File: config.mk
export PLATFORM = sky130hd
export DESIGN_NAME = alu_pipe
export DESIGN_NICKNAME = d
export VERILOG_FILES = /design/src/rtl/alu_pipe.sv
export SDC_FILE = /design/constraint.sdc
export NUM_CORES = 1
export LEC_CHECK = 0
export BUFFER_PORTS_ARGS = -buffer_cell sky130_fd_sc_hd__buf_2
export CAP_MARGIN = 20
export CELL_PAD_IN_SITES_DETAIL_PLACEMENT = 1
export CELL_PAD_IN_SITES_GLOBAL_PLACEMENT = 1
export CORE_MARGIN = 5
export CORE_UTILIZATION = 46
export DETAILED_ROUTE_END_ITERATION = 8
export PLACE_DENSITY = 0.91
export SYNTH_ARGS = -nofsm -noshare
export SYNTH_HDL_FRONTEND = slang
export SYNTH_SLANG_ARGS = --single-unit
File: constraint.sdc
create_clock -name clock -period 2.8 [get_ports clock]
set_input_delay 0.56 -clock clock [delete_from_list [all_inputs] [get_ports clock]]
set_output_delay 0.56 -clock clock [all_outputs]
set_load 0.005 [all_outputs]
File: src/rtl/alu_pipe.sv
// -----------------------------------------------------------------------------
// alu_pipe_pkg / alu_pipe
//
// Elastic, multi-stage integer ALU function unit. One op per cycle is accepted
// from the reservation station and computed combinationally on the way into
// stage 0. The result and its PRF destination tag then travel through STAGES
// pipeline registers. The last stage, STAGES-1, drives the CDB-facing outputs.
//
// Handshake:
//   Input side: an op is transferred at a rising edge when en && ready.
//   ready is a function of the stage valid bits, broadcasted and clear only.
//   It never depends on en in the same cycle, so there is no combinational
//   loop with the RS.
//   Output side: the op in the output stage retires at a rising edge when
//   valid && broadcasted. broadcasted while valid=0 has no effect. While
//   valid=1 and broadcasted=0, result, dest_tag_out and dest_tag_wr_en_out
//   are held stable.
//
// Parameters:
//   WIDTH           operand/result width (power of two, >= 8)
//   STAGES          number of pipeline registers (1..8)
//   PHYS_REG_WIDTH  destination tag width
//
// Ports:
//   clock               rising-edge clock
//   reset_n             asynchronous active-low reset
//   clear               synchronous flush of every in-flight op
//   en                  an op is offered on the inputs this cycle
//   rs1, rs2            operands
//   alu_func            operation select (alu_pipe_pkg encodings)
//   dest_tag_in         PRF destination tag of the offered op
//   dest_tag_wr_en_in   PRF write enable of the offered op
//   broadcasted         the CDB took the current result this cycle
//   ready               an op offered with en is accepted at the next edge
//   valid               output-stage valid bit
//   result              output-stage result
//   dest_tag_out        output-stage tag
//   dest_tag_wr_en_out  output-stage PRF write enable
//   occupancy           number of valid stages
// -----------------------------------------------------------------------------

package alu_pipe_pkg;

  typedef logic [3:0] alu_func_t;

  localparam alu_func_t ALU_ADD  = 4'd0;
  localparam alu_func_t ALU_SUB  = 4'd1;
  localparam alu_func_t ALU_AND  = 4'd2;
  localparam alu_func_t ALU_OR   = 4'd3;
  localparam alu_func_t ALU_XOR  = 4'd4;
  localparam alu_func_t ALU_SLT  = 4'd5;
  localparam alu_func_t ALU_SLTU = 4'd6;
  localparam alu_func_t ALU_SLL  = 4'd7;
  localparam alu_func_t ALU_SRL  = 4'd8;
  localparam alu_func_t ALU_SRA  = 4'd9;

endpackage

module alu_pipe
  import alu_pipe_pkg::*;
#(
  parameter int WIDTH          = 32,
  parameter int STAGES         = 3,
  parameter int PHYS_REG_WIDTH = 6
) (
  input  logic                             clock,
  input  logic                             reset_n,
  input  logic                             clear,
  input  logic                             en,
  input  logic [WIDTH-1:0]                 rs1,
  input  logic [WIDTH-1:0]                 rs2,
  input  alu_func_t                        alu_func,
  input  logic [PHYS_REG_WIDTH-1:0]        dest_tag_in,
  input  logic                             dest_tag_wr_en_in,
  input  logic                             broadcasted,
  output logic                             ready,
  output logic                             valid,
  output logic [WIDTH-1:0]                 result,
  output logic [PHYS_REG_WIDTH-1:0]        dest_tag_out,
  output logic                             dest_tag_wr_en_out,
  output logic [$clog2(STAGES+1)-1:0]      occupancy
);

  localparam int SHW   = $clog2(WIDTH);
  localparam int OCC_W = $clog2(STAGES+1);

  // Result for unsupported encodings: 0xDEADBEEF repeated and cut to WIDTH.
  function automatic logic [WIDTH-1:0] fill_pattern();
    logic [31:0]      pat;
    logic [WIDTH-1:0] f;
    pat = 32'hDEAD_BEEF;
    f   = '0;
    for (int i = 0; i < WIDTH; i++) begin
      f[i] = pat[i[4:0]];
    end
    return f;
  endfunction

  localparam logic [WIDTH-1:0] FILL = fill_pattern();

  // ---------------------------------------------------------------------------
  // Stage 0 input: combinational ALU
  // ---------------------------------------------------------------------------
  logic [SHW-1:0]   shamt;
  logic [WIDTH-1:0] alu_result;

  assign shamt = rs2[SHW-1:0];

  always_comb begin
    alu_result = FILL;
    case (alu_func)
      ALU_ADD:  alu_result = rs1 + rs2;
      ALU_SUB:  alu_result = rs1 - rs2;
      ALU_AND:  alu_result = rs1 & rs2;
      ALU_OR:   alu_result = rs1 | rs2;
      ALU_XOR:  alu_result = rs1 ^ rs2;
      ALU_SLT:  alu_result = {{(WIDTH-1){1'b0}}, ($signed(rs1) < $signed(rs2))};
      ALU_SLTU: alu_result = {{(WIDTH-1){1'b0}}, (rs1 < rs2)};
      ALU_SLL:  alu_result = rs1 << shamt;
      ALU_SRL:  alu_result = rs1 >> shamt;
      ALU_SRA:  alu_result = $unsigned($signed(rs1) >>> shamt);
      default:  alu_result = FILL;
    endcase
  end

  // ---------------------------------------------------------------------------
  // Pipeline state. Only the valid bits are control state; the data, tag and
  // wr_en registers simply follow whenever their stage advances.
  // ---------------------------------------------------------------------------
  logic [STAGES-1:0]         stage_valid;
  logic [STAGES-1:0]         stage_wr_en;
  logic [WIDTH-1:0]          stage_data [STAGES];
  logic [PHYS_REG_WIDTH-1:0] stage_tag  [STAGES];

  logic [STAGES-1:0] adv;
  logic              full_tail;
  logic              load_op;

  // adv[k] means stage k can take new contents this edge. The nominal form is
  // the chain adv[k] = ~valid[k] | adv[k+1]; unrolled, it says stage k may
  // advance unless it and every stage downstream of it are full with the
  // output stalled. Computing it from a running AND keeps the logic free of a
  // self-referencing vector while giving the same bubble-collapsing behaviour.
  always_comb begin
    adv       = '0;
    full_tail = 1'b1;
    for (int k = STAGES-1; k >= 0; k--) begin
      full_tail = full_tail & stage_valid[k];
      adv[k]    = ~full_tail | broadcasted;
    end
  end

  assign ready   = adv[0] & ~clear;
  assign load_op = ready & en;

  // Valid bits: clear beats everything; stage 0 takes en (a bubble when en=0).
  always_ff @(posedge clock or negedge reset_n) begin
    if (!reset_n) begin
      stage_valid <= '0;
    end else if (clear) begin
      stage_valid <= '0;
    end else begin
      if (adv[0]) begin
        stage_valid[0] <= en;
      end
      for (int k = 1; k < STAGES; k++) begin
        if (adv[k]) begin
          stage_valid[k] <= stage_valid[k-1];
        end
      end
    end
  end

  // Payload registers: stage 0 only loads on an accepted op, so a bubble
  // leaves the previous payload in place.
  always_ff @(posedge clock or negedge reset_n) begin
    if (!reset_n) begin
      stage_wr_en <= '0;
      for (int k = 0; k < STAGES; k++) begin
        stage_data[k] <= '0;
        stage_tag[k]  <= '0;
      end
    end else begin
      if (load_op) begin
        stage_data[0]  <= alu_result;
        stage_tag[0]   <= dest_tag_in;
        stage_wr_en[0] <= dest_tag_wr_en_in;
      end
      for (int k = 1; k < STAGES; k++) begin
        if (adv[k]) begin
          stage_data[k]  <= stage_data[k-1];
          stage_tag[k]   <= stage_tag[k-1];
          stage_wr_en[k] <= stage_wr_en[k-1];
        end
      end
    end
  end

  // ---------------------------------------------------------------------------
  // Outputs
  // ---------------------------------------------------------------------------
  assign valid              = stage_valid[STAGES-1];
  assign result             = stage_data[STAGES-1];
  assign dest_tag_out       = stage_tag[STAGES-1];
  assign dest_tag_wr_en_out = stage_wr_en[STAGES-1];

  always_comb begin
    occupancy = '0;
    for (int k = 0; k < STAGES; k++) begin
      occupancy = occupancy + OCC_W'(stage_valid[k]);
    end
  end

endmodule
==> results of run 1 <==
-- layer usage --
layer  track usage  overflow
met4         0.723        36
met2         0.889        30
met5         0.332         0
met3         0.641         0
met1         0.750         0
-- repair_timing --
item                       CTS
gates cloned                 1
pin swaps                   19
gates resized for setup     56
buffers inserted            13
setup endpoints to repair   21
-- per-stage QoR --
step           setup slack [ns]  utilization
3_5_place_dp             -0.638        0.582
2_1_floorplan            -0.112            -
4_1_cts                 -0.0841        0.617
3_3_place_gp             -0.446        0.582
-- cells by family after synthesis --
group / count (synthesis) / synth area share
XOR/XNOR: 11 / 0.00718
AND/OR/NAND/NOR: 567 / 0.189
buffers and inverters: 252 / 0.0874
AO/OA/AOI/OAI: 457 / 0.231
multiplexers: 156 / 0.167
flip-flops: 120 / 0.224
adder cells (fa/ha/maj): 100 / 0.0949
==> results.md, run 1 <==
* Number of input and output port buffers inserted at 122
* Maximum number of pins on one net before global-route repair at 56
* RD Place Congestion at 1.20
* Number of H-tree levels at 4
* All-Layer GR Usage at 0.750
* Post-synth EDFFs at 0
* Top cells by count, synth: sky130_fd_sc_hd__nand2_1, sky130_fd_sc_hd__nor2_1, sky130_fd_sc_hd__dfrtp_1
* Total of flip-flops plus latches after synthesis at 120
* Fraction of the yosys area taken by sequential cells at 0.224
* Status: aborted with a tool error
* Clock tree root buffer cell: sky130_fd_sc_hd__clkbuf_16
* Synth cell types at 85
* Area share of the largest cell type after synthesis at 0.224
* Number of core rows at 62
* DP Area at 16,800 um2
* Overall die width at 181 um
* HPWL after detailed placement at 53,800 um
* Synth Flop Type: sky130_fd_sc_hd__dfrtp_1
* Most frequent cell after synthesis: sky130_fd_sc_hd__nand2_1
* Worst endpoint type: register data pin
* Aggregate global routing overflow at 66
* Per-instance average area after synthesis at 8.07 um2
* GRT repair_timing worst endpoint: stage_data[90]$_DFFE_PN0P_/D
* Count of warnings emitted by yosys at 0
* Leading post-synthesis cells by cell area: sky130_fd_sc_hd__dfrtp_1, sky130_fd_sc_hd__ha_1, sky130_fd_sc_hd__mux4_2
* Combined area of all synthesized cells at 13,400 um2
* Initial core utilization at 0.466
* Total clock buffers created by CTS at 17
* Stage where the run ended: global routing
* Gate Count Post-Synth at 1,663
* Yosys top cell by area: sky130_fd_sc_hd__dfrtp_1
* Share of flip-flops with an asynchronous set or reset after synthesis at 1.00
* Number of buffers inserted for hold repair after clock tree synthesis at 0
* Clock Path Buffers at 2
* Total placed cells including tap cells at roughly 2,400
* Floorplan die height at 181 um
* I/O pin total at 123
* Tool Error: [ERROR GRT-0232] Routing congestion too high. Check the congestion heatmap in the GUI.
* Syn nets at 1,843
* Total clock sinks at 120
==> inputs of run 2 (changes only) <==
==> config.mk (replaced) <==
export PLATFORM = sky130hd
export DESIGN_NAME = alu_pipe
export DESIGN_NICKNAME = d
export VERILOG_FILES = /design/src/rtl/alu_pipe.sv
export SDC_FILE = /design/constraint.sdc
export NUM_CORES = 1
export LEC_CHECK = 0
export BUFFER_PORTS_ARGS = -buffer_cell sky130_fd_sc_hd__buf_2
export CAP_MARGIN = 20
export CORE_MARGIN = 5
export CORE_UTILIZATION = 32
export DETAILED_ROUTE_END_ITERATION = 8
export PLACE_DENSITY_LB_ADDON = 0.15
export SYNTH_ARGS = -nofsm -noshare
export SYNTH_HDL_FRONTEND = slang
export SYNTH_SLANG_ARGS = --single-unit
==> run 2 against run 1 <==
Area after synthesis stayed put. Synthesized cell count stayed put. The flow now finishes without violations.
==> results.md, run 2 <==
* Portion of the clock cycle consumed by the worst path in the final layout at 0.988
* Number of setup violations in the final report at 0
* Floorplan die height at 215 um (+19%)
* Area of the die at 46,100 um2
* Leakage power figure at between 8 and 9 nW
* Required time reported for the critical path endpoint at roughly 3.1 ns
* Worst hold margin at roughly 0.18 ns
* Gate Count Post-Synth at 1,663 (unchanged)
* Area inside the core boundary at 41,800 um2
* Worst-path fanout max at 6
* Detail-routed net length per standard cell at 23.2 um
* Count of warnings emitted by yosys at 0 (unchanged)
* Slew headroom at 0.568
* Area share of the largest cell type after synthesis at 0.224 (unchanged)
* Max FFs per register at 64
* Power spent charging and discharging nets at 2.61 mW
* Fill cell instance count of the final layout at 4,187
* All-Layer GR Usage at 0.261
* Fraction of the yosys area taken by sequential cells at 0.224 (unchanged)
* Crit path capture: stage_data[77]$_DFFE_PN0P_
* Start of the worst register-to-register path: stage_valid[2]$_DFFE_PN0P_
* Clock network fraction of total power at 0.295
* Total placed cells including tap cells at 2,668 (+12%)
* Commonest non-fill, non-tap cells in the layout: sky130_fd_sc_hd__buf_4, sky130_fd_sc_hd__nand2_1, sky130_fd_sc_hd__nor2_1, sky130_fd_sc_hd__dfrtp_1, sky130_fd_sc_hd__buf_2
* Maximum vdd ir drop at 0.314 mV
* Most common cell after layout, fill and taps aside: sky130_fd_sc_hd__buf_4
* Worst setup slack after layout at between 0.03 and 0.04 ns
* Number of buffers inserted for hold repair after clock tree synthesis at 0 (unchanged)
* Antenna viol nets, final at 0
* Unrepaired setup endpoints after global routing: true
* Max-cap violations at 0
* Total clock sinks at 120 (unchanged)
* Overall die width at 215 um (+19%)
* Switching part of the total at 0.344
* Vias in the first global route at 14,700
* Clock insertion delay at the later pin of the skew report at around 0.41 ns
* Total power after layout at about 7.6 mW
* Share of flip-flops with an asynchronous set or reset after synthesis at 1.00 (unchanged)
* Cell Count, Final, Fillers Out at 2,706
* Number of antenna violations at the first check in global routing at 1
* Total clock buffers created by CTS at 17 (unchanged)
* Fin crit period at ~2.8 ns
* Skew final at 0.0121 ns
* Vias per Instance at approximately 5.5
* GR Util met1 at 0.368
* Slew at the pin with the worst max-slew slack at about 0.65 ns
* Clock tree root buffer cell: sky130_fd_sc_hd__clkbuf_16
* Status: finished clean
* Detailed-routing iteration count for the pre-antenna-repair pass at 6
* Clock transition at the register clock pins on the worst setup and hold paths after CTS at roughly 0.06 ns
* Sequential share of power at 0.282
* End of the worst register-to-register path: stage_data[94]$_DFFE_PN0P_
* Number of design-rule violations left by the first detailed-router iteration at around 1,300
* Vias post-DR at 14,800
* Number of antenna cells inserted at 0
* HPWL after detailed placement at 51,900 um (-3.6%)
* Initial core utilization at 0.321 (-0.145)
* Maximum number of pins on one net before global-route repair at 50
* Type of the worst setup path: in -> reg
* Combined area of all synthesized cells at 13,400 um2 (unchanged)
* Number of core rows at 75 (+21%)
* Max-slew violation count at 0
* Worst setup SP type: input port
* Achievable Freq at 362 MHz
* Int Power at just under 5 mW
* Type of the tightest min-delay check: in -> async
* Clock Path Buffers at 2 (unchanged)
* Yosys top cell by area: sky130_fd_sc_hd__dfrtp_1
* Total of flip-flops plus latches after synthesis at 120 (unchanged)
* Relative area change from synthesis to final layout at 42.3%
* DP Area at 18,000 um2 (+7.5%)
* Total routed wirelength at approximately 63,000 um
* Wire length of the first global-routing pass at 93,000 um
* Depth of the worst register-to-register path at 9
* Share of total power in combinational logic at 0.423
* CP endpoint kind: flop
* Post-synth EDFFs at 0 (unchanged)
* Top cells by count, synth: sky130_fd_sc_hd__nand2_1, sky130_fd_sc_hd__nor2_1, sky130_fd_sc_hd__dfrtp_1
* Power per standard cell area at 397 nW/um2
* Synth cell types at 85 (unchanged)
* Drc violations at 0
* Aggregate global routing overflow at 0
* I/O pin total at 123 (unchanged)
* Number of failing hold endpoints at the final stage at 0
* Met3 layer usage reported by global route at 0.0300
* Per-instance average area after synthesis at 8.07 um2 (unchanged)
* CP Data Arrival Time at a little over 3 ns
* Synth Flop Type: sky130_fd_sc_hd__dfrtp_1
* Syn nets at 1,843 (unchanged)
* Worst setup slack for register-to-register paths at 0.38 ns
* Most frequent cell after synthesis: sky130_fd_sc_hd__nand2_1
* Place WS at -0.804 ns (-0.166 ns)
* Met2 Resource Use GR at 0.427
* Number of H-tree levels at 4 (unchanged)
* RD Place Congestion at 0.979 (-18%)
* Fraction of layout instances using a drive strength above 1 at 0.404
* Nets at 2,334
* Leading post-synthesis cells by cell area: sky130_fd_sc_hd__dfrtp_1, sky130_fd_sc_hd__ha_1, sky130_fd_sc_hd__mux4_2
* GRT busiest layer: met2
* Launching instance or port of the critical path: rs2[0]
* Number of input and output port buffers inserted at 122 (unchanged)
* Final instance area at 19,100 um2
* Register with the highest flop count: stage_data
* Clock tree from TritonCTS: done
==> run 2: area by class of cell <==
class / count / area, um2 / area share
multi-input combinational: 1291 / 9720 / 0.509
inverter: 95 / 385 / 0.0202
tap: 539 / 674 / 0.0353
clock buffer: 21 / 470 / 0.0246
clock inverter: 11 / 145 / 0.00760
timing repair buffer: 629 / 4690 / 0.246
sequential: 120 / 3000 / 0.157
==> run 2: repair_timing <==
action | CTS | global route
resized for setup | 21 | 71
pin swaps | 5 | 25
gates cloned | 0 | 2
setup endpoints to repair | 13 | 28
setup buffers | 2 | 2
==> run 2: cell families after synthesis <==
kind of cell,after synthesis,share of synthesized area
buffers and inverters,252,0.0874
muxes,156,0.167
adders and majority gates,100,0.0949
AOI/OAI and AO/OA,457,0.231
and+or+nand+nor,567,0.189
DFF,120,0.224
xor gates and xnor gates,11,0.00718
==> run 2: critical path: stages <==
cell	delay [ns]
sky130_fd_sc_hd__buf_6	0.13
sky130_fd_sc_hd__buf_12	0.15
sky130_fd_sc_hd__buf_4	0.14
sky130_fd_sc_hd__mux4_2	0.53
sky130_fd_sc_hd__buf_4	0.16
sky130_fd_sc_hd__mux2i_1	0.13
sky130_fd_sc_hd__buf_4	0.16
sky130_fd_sc_hd__o21ai_0	0.08
sky130_fd_sc_hd__a211oi_1	0.27
sky130_fd_sc_hd__a21o_1	0.22
sky130_fd_sc_hd__o2111ai_1	0.27
sky130_fd_sc_hd__o22a_1	0.24
==> run 2: power groups by stage <==
stage	Combinational [mW]	Sequential [mW]	Clock (mW)
detailed placement	3.06	2.17	0
global placement	3.06	2.16	0
finish	3.21	2.14	2.23
floorplan	1.61	2.12	0
CTS	3.11	2.14	2.30
global route	3.45	2.17	2.38
==> run 2: worst min-delay path by stage <==
stage | to | slack [ns] | depth (start not counted)
after floorplan | dest_tag_out[0]$_DFFE_PN0P_ | 0.26 | 0
after global placement | stage_wr_en[2]$_DFFE_PN0P_ | 0.44 | 2
after detailed placement | result[15]$_DFFE_PN0P_ | 0.45 | 2
after CTS | result[5]$_DFFE_PN0P_ | 0.19 | 1
after global routing | result[5]$_DFFE_PN0P_ | 0.22 | 1
final | result[5]$_DFFE_PN0P_ | 0.18 | 1
==> run 2: metal layers <==
layer	routed length [um]	share of wire
met1	28400	0.45
met3	3330	0.053
met2	29200	0.47
met4	1820	0.029
met5	0	0
==> run 2: stage by stage <==
| stage | TNS (ns) | utilization |
|---|---|---|
| final | 0 | 0.457 |
| after global routing | -0.0547 | 0.457 |
| after CTS | 0 | 0.449 |
| after detailed placement | -13.02 | 0.432 |
| after global placement | -12.58 | 0.432 |
| after floorplan | -0.305 | - |
Power figures use the tool's default switching activity.
==> inputs of run 3 (changes only) <==
--- a/config.mk
+++ b/config.mk
@@ -11,6 +11,7 @@
 export CORE_UTILIZATION = 32
 export DETAILED_ROUTE_END_ITERATION = 8
 export PLACE_DENSITY_LB_ADDON = 0.15
+export RECOVER_POWER = 25
 export SYNTH_ARGS = -nofsm -noshare
 export SYNTH_HDL_FRONTEND = slang
 export SYNTH_SLANG_ARGS = --single-unit
==> run 3 against run 2 <==
Global-route usage stayed put. Register-to-register slack better by 0.03 ns. First-iteration DRC count is 12% higher. Power is 0.13% lower. Die area stayed put. Critical path depth stayed put. Setup slack better by 0.0020 ns. Maximum frequency hardly changed. Largest power group unchanged. Highest routed layer unchanged.
==> results.md, run 3 (synthesis results as in run 2) <==
* Clock tree root buffer cell: sky130_fd_sc_hd__clkbuf_16
* Number of antenna cells inserted at 0 (unchanged)
* Worst hold margin at 0.353 ns (+0.170 ns)
* Crit-path max cell delay at 0.42 ns (-0.11 ns)
* Commonest non-fill, non-tap cells in the layout: sky130_fd_sc_hd__buf_4, sky130_fd_sc_hd__nand2_1, sky130_fd_sc_hd__nor2_1, sky130_fd_sc_hd__dfrtp_1, sky130_fd_sc_hd__buf_2
* Floorplan die height at 215 um (unchanged)
* Wire length of the first global-routing pass at 93,000 um (unchanged)
* Area inside the core boundary at 41,800 um2 (unchanged)
* Antenna viol nets, final at 0 (unchanged)
* Slew headroom at 0.203 (-0.365)
* Place WS at -0.804 ns (unchanged)
* Portion of the clock cycle consumed by the worst path in the final layout at 0.987 (about the same)
* Setup Total Neg Slack at 0 ns (unchanged)
* Area of the multi-input gates at 9720 um2 (unchanged)
* Vias post-DR at 14,800 (-0.49%)
* Depth of the worst register-to-register path at 9 (unchanged)
* Max-slew violation count at 0 (unchanged)
* Number of H-tree levels at 4 (unchanged)
* Fraction of layout instances using a drive strength above 1 at 0.404 (unchanged)
* Cell Count, Final, Fillers Out at 2,706 (unchanged)
* Launching instance or port of the critical path: rs2[1]
* Clock insertion delay at the later pin of the skew report at 0.41 ns (about the same)
* Critical path buffers and inverters at 5 (unchanged)
* Worst setup SP type: input port
* Required time reported for the critical path endpoint at 3.12 ns (+0.03 ns)
* Register with the highest flop count: stage_data
* CP endpoint kind: flop
* Number of antenna violations at the first check in global routing at 1 (unchanged)
* Unrepaired setup endpoints after global routing: true
* Clock tree from TritonCTS: done
* Number of core rows at 75 (unchanged)
* Critical Path Stages at 12 (unchanged)
* Clock Path Buffers at 2 (unchanged)
* Worst setup slack for register-to-register paths at 0.41 ns (+0.03 ns)
* RD Place Congestion at 0.979 (unchanged)
* DP Area at 18,000 um2 (unchanged)
* Maximum number of pins on one net before global-route repair at 50 (unchanged)
* Fin crit period at 2.76 ns (-0.00202 ns)
* Aggregate global routing overflow at 0 (unchanged)
* Type of the tightest min-delay check: in -> reg
* Status: finished clean
* Vias per Instance at 5.46 (-0.49%)
* Maximum vdd ir drop at 0.314 mV (about the same)
* Total clock buffers created by CTS at 17 (unchanged)
* Total routed wirelength at 62,500 um (-0.21%)
* Number of failing hold endpoints at the final stage at 0 (unchanged)
* End of the worst register-to-register path: stage_data[94]$_DFFE_PN0P_
* Most common cell after layout, fill and taps aside: sky130_fd_sc_hd__buf_4
* Final instance area at 19,100 um2 (-0.17%)
* Number of setup violations in the final report at 0 (unchanged)
* Type of the worst setup path: in -> reg
* Total placed cells including tap cells at 2,668 (unchanged)
* Skew final at 0.0116 ns (-0.000429 ns)
* Max-cap violations at 0 (unchanged)
* Kind of cell with the highest combined delay on the critical path: compound AO/OA/AOI/OAI gates
* Total clock sinks at 120 (unchanged)
* Initial core utilization at 0.321 (unchanged)
* CP Data Arrival Time at 3.08 ns (+0.02 ns)
* Start of the worst register-to-register path: stage_valid[0]$_DFFE_PN0P_
* Detailed-routing iteration count for the pre-antenna-repair pass at 5 (-1)
* Clock transition at the register clock pins on the worst setup and hold paths after CTS at 0.06 ns (about the same)
* Power per standard cell area at 397 nW/um2 (about the same)
* Relative area change from synthesis to final layout at 42.0%
* Most frequent cell on the critical path: sky130_fd_sc_hd__buf_4
* Worst-path fanout max at 18 (+12)
* I/O pin total at 123 (unchanged)
* Leakage power figure at 8.79 nW (-0.13%)
* Sequential cell area in the final layout at 3000 um2 (unchanged)
* Overall die width at 215 um (unchanged)
* Max FFs per register at 64 (unchanged)
* Crit path capture: stage_data[78]$_DFFE_PN0P_
* HPWL after detailed placement at 51,900 um (unchanged)
* Worst setup slack after layout at 0.0370 ns (+0.00202 ns)
* Drc violations at 0 (unchanged)
* Cell with the largest stage delay on the worst path: sky130_fd_sc_hd__o21ai_0
* Achievable Freq at 362 MHz (about the same)
* Fill cell instance count of the final layout at 4,190 (+0.072%)
* Slew at the pin with the worst max-slew slack at 1.20 ns (+0.547 ns)
* Area of the die at 46,100 um2 (unchanged)
* Number of input and output port buffers inserted at 122 (unchanged)
* Number of design-rule violations left by the first detailed-router iteration at 1,452 (+12%)
* Worst hold stages at 3
* Detail-routed net length per standard cell at 23.1 um (-0.21%)
* Vias in the first global route at 14,700 (unchanged)
* All-Layer GR Usage at 0.261 (unchanged)
* Critical path cell sequence: buf_2 -> inv_2 -> buf_4 -> mux4_2 -> mux2_2 -> o22ai_1 -> buf_4 -> a221oi_2 -> buf_4 -> o21ai_0 -> a22oi_1 -> o21ai_0
* Nets at 2,334 (unchanged)
==> run 3: per-layer routing <==
metal	part of all wire	global-route usage	up-vias	wire length [um]
met3	0.049	0.0300	89	3080
li1	-	-	7014	-
met1	0.46	0.368	7209	28500
met2	0.47	0.427	453	29200
met5	0	0	-	0
met4	0.028	0.0737	0	1760
==> run 3: how the worst min path moves through the flow <==
stage                               startpoint                           to  slack [ns]
finish                          dest_tag_in[3]    stage_tag[15]$_DFFE_PN0P_        0.35
global route                    dest_tag_in[3]    stage_tag[15]$_DFFE_PN0P_        0.34
CTS                                    reset_n        result[5]$_DFFE_PN0P_        0.19
detailed placement      result[15]$_DFFE_PN0P_       result[15]$_DFFE_PN0P_        0.45
global placement    stage_wr_en[2]$_DFFE_PN0P_   stage_wr_en[2]$_DFFE_PN0P_        0.44
floorplan                              reset_n  dest_tag_out[0]$_DFFE_PN0P_        0.26
==> run 3: final cells by class <==
cell class / instances / share of cell area
clock buffer: 21 / 0.0247
clock inverter: 11 / 0.00761
inverter: 95 / 0.0202
multi-input combinational: 1291 / 0.510
sequential: 120 / 0.158
tap: 539 / 0.0354
timing repair buffer: 629 / 0.245
==> run 3: repair_timing <==
item / CTS / global route
setup endpoints to repair: 13 / 28
hold buffers: 0 / 0
cloned: 0 / 2
setup buffers: 2 / 2
gates resized for setup: 21 / 71
pin swaps: 5 / 25
==> run 3: power breakdown <==
group / internal [mW] / leakage [nW] / switching, mW
Clock: 1.47 / 0.295 / 0.762
Sequential: 1.99 / 1.39 / 0.142
Combinational: 1.50 / 7.10 / 1.70
==> run 3: worst reg2reg max path: cells and delay by family (launching register included) <==
family / cells / cell delay, ns
buffers and inverters: 1 / 0.15
AO/OA/AOI/OAI: 5 / 0.97
flip-flops: 1 / 0.40
AND/OR/NAND/NOR: 3 / 0.75
==> run 3: through the flow <==
stage	utilization	power [mW]
CTS	0.449	7.54
finish	0.457	7.57
floorplan	-	3.73
detailed placement	0.432	5.24
global placement	0.432	5.22
global route	0.457	8.00
